===== config.mk =====
export PLATFORM = sky130hd
export DESIGN_NAME = key_event_encoder
export DESIGN_NICKNAME = d
export VERILOG_FILES = /design/src/rtl/key_event_encoder.sv
export SDC_FILE = /design/constraint.sdc
export NUM_CORES = 1
export LEC_CHECK = 0
export ABC_AREA = 1
export BUFFER_PORTS_ARGS = -buffer_cell sky130_fd_sc_hd__clkbuf_2
export CAP_MARGIN = 20
export CORE_UTILIZATION = 54
export CTS_CLUSTER_DIAMETER = 30
export DETAILED_ROUTE_END_ITERATION = 16
export GPL_TIMING_DRIVEN = 0
export PLACE_DENSITY = 0.77
export SLEW_MARGIN = 20
export SYNTH_ARGS = -nofsm -noshare
export SYNTH_HDL_FRONTEND = slang
export SYNTH_SLANG_ARGS = --single-unit

===== constraint.sdc =====
create_clock -name clk_i -period 3.5 [get_ports clk_i]
set_input_delay 0.35 -clock clk_i [delete_from_list [all_inputs] [get_ports clk_i]]
set_output_delay 0.35 -clock clk_i [all_outputs]
set_load 0.02 [all_outputs]

===== src/rtl/key_event_encoder.sv =====
// Converts the debounced key-state vector into a stream of press/release events.
// A round-robin scanner checks one key per cycle against its last reported state and queues changes in a FIFO.
module key_event_encoder #(
  parameter int unsigned KEYS       = 89,
  parameter int unsigned INDEX_W    = 7,
  parameter int unsigned FIFO_DEPTH = 8
) (
  input  logic                          clk_i,
  input  logic                          rst_i,
  input  logic [KEYS-1:0]               keys_i,
  input  logic                          scan_en_i,
  output logic                          evt_valid_o,
  input  logic                          evt_ready_i,
  output logic [INDEX_W:0]              evt_data_o,
  output logic [$clog2(FIFO_DEPTH):0]   fifo_count_o,
  output logic                          scan_wrap_o
);

  localparam int unsigned AW = $clog2(FIFO_DEPTH);
  localparam int unsigned CW = AW + 1;

  logic [KEYS-1:0]    r_shadow;
  logic [INDEX_W-1:0] r_idx;
  logic               r_wrap;
  logic [INDEX_W:0]   r_mem [FIFO_DEPTH];
  logic [AW-1:0]      r_wr_ptr;
  logic [AW-1:0]      r_rd_ptr;
  logic [CW-1:0]      r_count;

  logic w_key;
  logic w_mismatch;
  logic w_full;
  logic w_push;
  logic w_pop;
  logic w_adv;
  logic w_last;

  always_comb begin
    w_key      = keys_i[r_idx];
    w_mismatch = (w_key != r_shadow[r_idx]);
    // Full uses the registered count, so a same-cycle pop never frees room for a push.
    w_full     = (r_count == CW'(FIFO_DEPTH));
    w_push     = scan_en_i && w_mismatch && !w_full;
    w_adv      = scan_en_i && (!w_mismatch || !w_full);
    w_pop      = (r_count != '0) && evt_ready_i;
    w_last     = (r_idx == INDEX_W'(KEYS - 1));
  end

  always_ff @(posedge clk_i) begin
    if (rst_i) begin
      r_shadow <= '1;
      r_idx    <= '0;
      r_wrap   <= 1'b0;
    end else begin
      r_wrap <= w_adv && w_last;
      if (w_adv) begin
        r_idx <= w_last ? '0 : r_idx + 1'b1;
      end
      if (w_push) begin
        r_shadow[r_idx] <= w_key;
      end
    end
  end

  always_ff @(posedge clk_i) begin
    if (rst_i) begin
      r_wr_ptr <= '0;
      r_rd_ptr <= '0;
      r_count  <= '0;
    end else begin
      if (w_push) begin
        r_mem[r_wr_ptr] <= {~w_key, r_idx};
        r_wr_ptr        <= r_wr_ptr + 1'b1;
      end
      if (w_pop) begin
        r_rd_ptr <= r_rd_ptr + 1'b1;
      end
      if (w_push && !w_pop) begin
        r_count <= r_count + 1'b1;
      end else if (!w_push && w_pop) begin
        r_count <= r_count - 1'b1;
      end
    end
  end

  always_comb begin
    evt_valid_o  = (r_count != '0);
    evt_data_o   = evt_valid_o ? r_mem[r_rd_ptr] : '0;
    fifo_count_o = r_count;
    scan_wrap_o  = r_wrap;
  end

endmodule


==> metrics.cfg <==
[worst_setup_path]
path_cells=nand2_1, inv_2, nand3_1, nor2_1, nor2_1, nand2_1, nand2_1, nand2_1, nor2_4, nand2_1, nand2_2, nand2_4, inv_4, buf_8, ha_4, inv_6, ha_4, and3_4, a211oi_2, nor2_1, nor2_1, nand2_1, o21ai_1, a21oi_1
startpoint=r_idx[3]
timing.rr.end=fifo_count_o[3]
path_class=flip-flop to flip-flop
startpoint_type=flip-flop
cpMostUsedCell=nand2_1
r2r_setup_slack_ns=-0.06
required_ns=3.84
crit_path_end_kind=flip-flop
worstReg2RegStart=r_idx[3]
crit_fanout=14
rr_worst_depth=24
cpPeakStageDelay_ns=0.54
crit_end=fifo_count_o[3]
cp_slowest_cell=dfxtp_2
cp.arrival_ns=3.89

[timing]
hold_violations=0
worst_slack_ns=-0.0558
setup_viol=1
relSlewSlack_pct=28.7
rsz0062_at_grt=true
timing.final.crit_share_pct=102
clock.fmax_ghz=0.281
clock_skew_ns=0.0101
slew_violations=0
min_period_ns=3.56
max_slew.worst_pin.slew_ns=1.07

[die]
dieWidth_um=143
rows=51
dieHeight_um=143
io_pins=107
die_area_mm2=0.0203
start_util_pct=55.1
core-area_mm2=0.0194

[yosys]
syn-num-nets=1800
ys_seq_elements=174
syn_avg_cell_area_um2=6.29
synthDistinctLibCells=38
synthCells=1699
seq_area_frac_synth_pct=38.6
synth_area_mm2=0.0107
yosysWarnings=0

[cells_and_area]
finalNetCount=1947
layout_common_cells=679 x nand2_1, 222 x inv_1, 212 x nor2_1, 105 x clkbuf_2, 105 x dfxtp_1
n_fill_cell=1774
final_common_cell=nand2_1
final_core_util_pct=65.3
final_layout_size_suffix_gt1_share_pct=13.8
area_delta_synth_final_pct=18.6
diodes=0
fin_cells=2124

[place]
dpl.cell_count=2071
io_buffer_count=104
dp_hpwl_um=22600
globalplace.congestion=0.938

[global_routing]
track_usage_pct=34.2
grt_pass1_vias=10305
grt_max_degree=19
grt_antenna_before_repair=0
grt_overflow=0
grt_pass1_wl_um=53100

[drt]
vias_per_cell=5.43
routed_wl_um=34100
drc=0
ant_nets=0
wire_per_inst_um=16.1
dr.pass1.iters=6
drt_iter0_drc=1112
vias=11538

[power]
ir_drop_uv=388
power_density_mw_per_mm2=531
p_leak_uw=0.00673

[status]
violations=setup timing
outcome=finished, violations left

[clock_tree]
htree_levels=4
clock_sinks=174
clk_pin_slew_worst_paths_ns=0.08
cts_buffers=17
cts_tree=built
clk_path_buf_depth=2
worstSkewPairLatency_ns=0.44
root_buffer=clkbuf_16

[hold_path]
hold_path.class=input port to flip-flop

[job]
cap_violations=0

## critical path, delay by kind of cell (launching register included)
family	cells	cell delay, ns
DFF	1	0.54
AOI/OAI and AO/OA	3	0.32
buffers and inverters	4	0.46
adders and majority gates	2	0.38
and+or+nand+nor	15	1.74
## area by class of cell
type | count | area (µm²) | share of cell area, %
Inverter | 231 | 882 | 6.97
Clock buffer | 17 | 425 | 3.36
Timing Repair Buffer | 129 | 728 | 5.75
Sequential cell | 174 | 4140 | 32.7
Clock inverter | 15 | 190 | 1.50
Multi-Input combinational cell | 1198 | 5360 | 42.3
Tap cell | 265 | 332 | 2.62
Buffer | 95 | 611 | 4.82
## Yosys cell counts (all sizes together)
library cell  number  share of area [%]
inv              230                8.1
o21ai             50                2.3
buf               44                3.0
clkbuf            52                1.8
and3               1              0.059
nor3               4               0.19
fa                 1               0.19
nand2            688                 24
ha                 7               0.82
edfxtp            64                 18
a31oi              8               0.47
nor4               4               0.23
a211oi             1              0.070
a21oi             13               0.64
xnor2              1              0.082
xor2               7               0.57
o22ai              8               0.47
dfxtp            110                 21
clkinv             1              0.035
nor2             227                8.3
nand4             93                5.4
or2               13               0.76
nand3             72                3.5
## cells by family (layout without fill, tap and decap cells)
family / Yosys count / count (layout) / share of synthesized area [%]
AND/OR/NAND/NOR: 1102 / 1102 / 42.8
flip-flops: 174 / 174 / 38.6
buffers and inverters: 327 / 487 / 12.9
AO/OA/AOI/OAI: 80 / 80 / 3.99
XOR/XNOR: 8 / 8 / 0.656
adder cells (fa/ha/maj): 8 / 8 / 1.01
## worst min path at each step
stage,from,cells past startpoint,endpoint
6_report,scan_en_i,3,r_idx[0]
5_1_grt,scan_en_i,3,r_idx[1]
4_1_cts,scan_en_i,3,r_idx[3]
3_5_place_dp,r_shadow[39],2,r_shadow[39]
3_3_place_gp,r_shadow[72],2,r_shadow[72]
2_1_floorplan,r_shadow[34],2,r_shadow[34]
## layer usage
metal / share of wire, % / track usage [%]
met4: 5.5 / 19.8
met5: 0 / 0
met3: 9.3 / 6.37
met2: 46 / 56.0
met1: 39 / 42.1
## flip-flops by register name (all words and copies together), names as in the netlist, named ones only
name and count:
fifo_count_o 4, r_idx 7, r_mem 64, r_rd_ptr 3, r_shadow 89, r_wr_ptr 3
scan_wrap_o 1
## per-stage QoR
| stage | instance area (µm²) | TNS [ns] | setup slack [ns] | hold slack, ns | total power [µW] |
|---|---|---|---|---|---|
| final | 12700 | -0.0558 | -0.0558 | 0.333 | 6720 |
| after CTS | 12500 | -0.0391 | -0.0391 | 0.323 | 6590 |
| after global placement | 11500 | -42.83 | -1.07 | 0.420 | 4410 |
| after global routing | 12700 | -0.225 | -0.225 | 0.351 | 7030 |
| after floorplan | 10700 | 0 | 0.0119 | 0.411 | 3730 |
| after detailed placement | 11600 | -24.86 | -1.14 | 0.428 | 4440 |
## where the power goes
group          internal, µW  switching [µW]
Clock                  1090             927
Combinational           795            1650
Sequential             2170            83.2
## timing repair
item,4_1_cts,5_1_grt
pin swaps,18,17
gates cloned,1,0
resized for setup,57,32
setup endpoints to repair,61,47
hold buffers,0,0
setup buffers,15,6
Note: power is estimated with default switching activity, not from simulation.
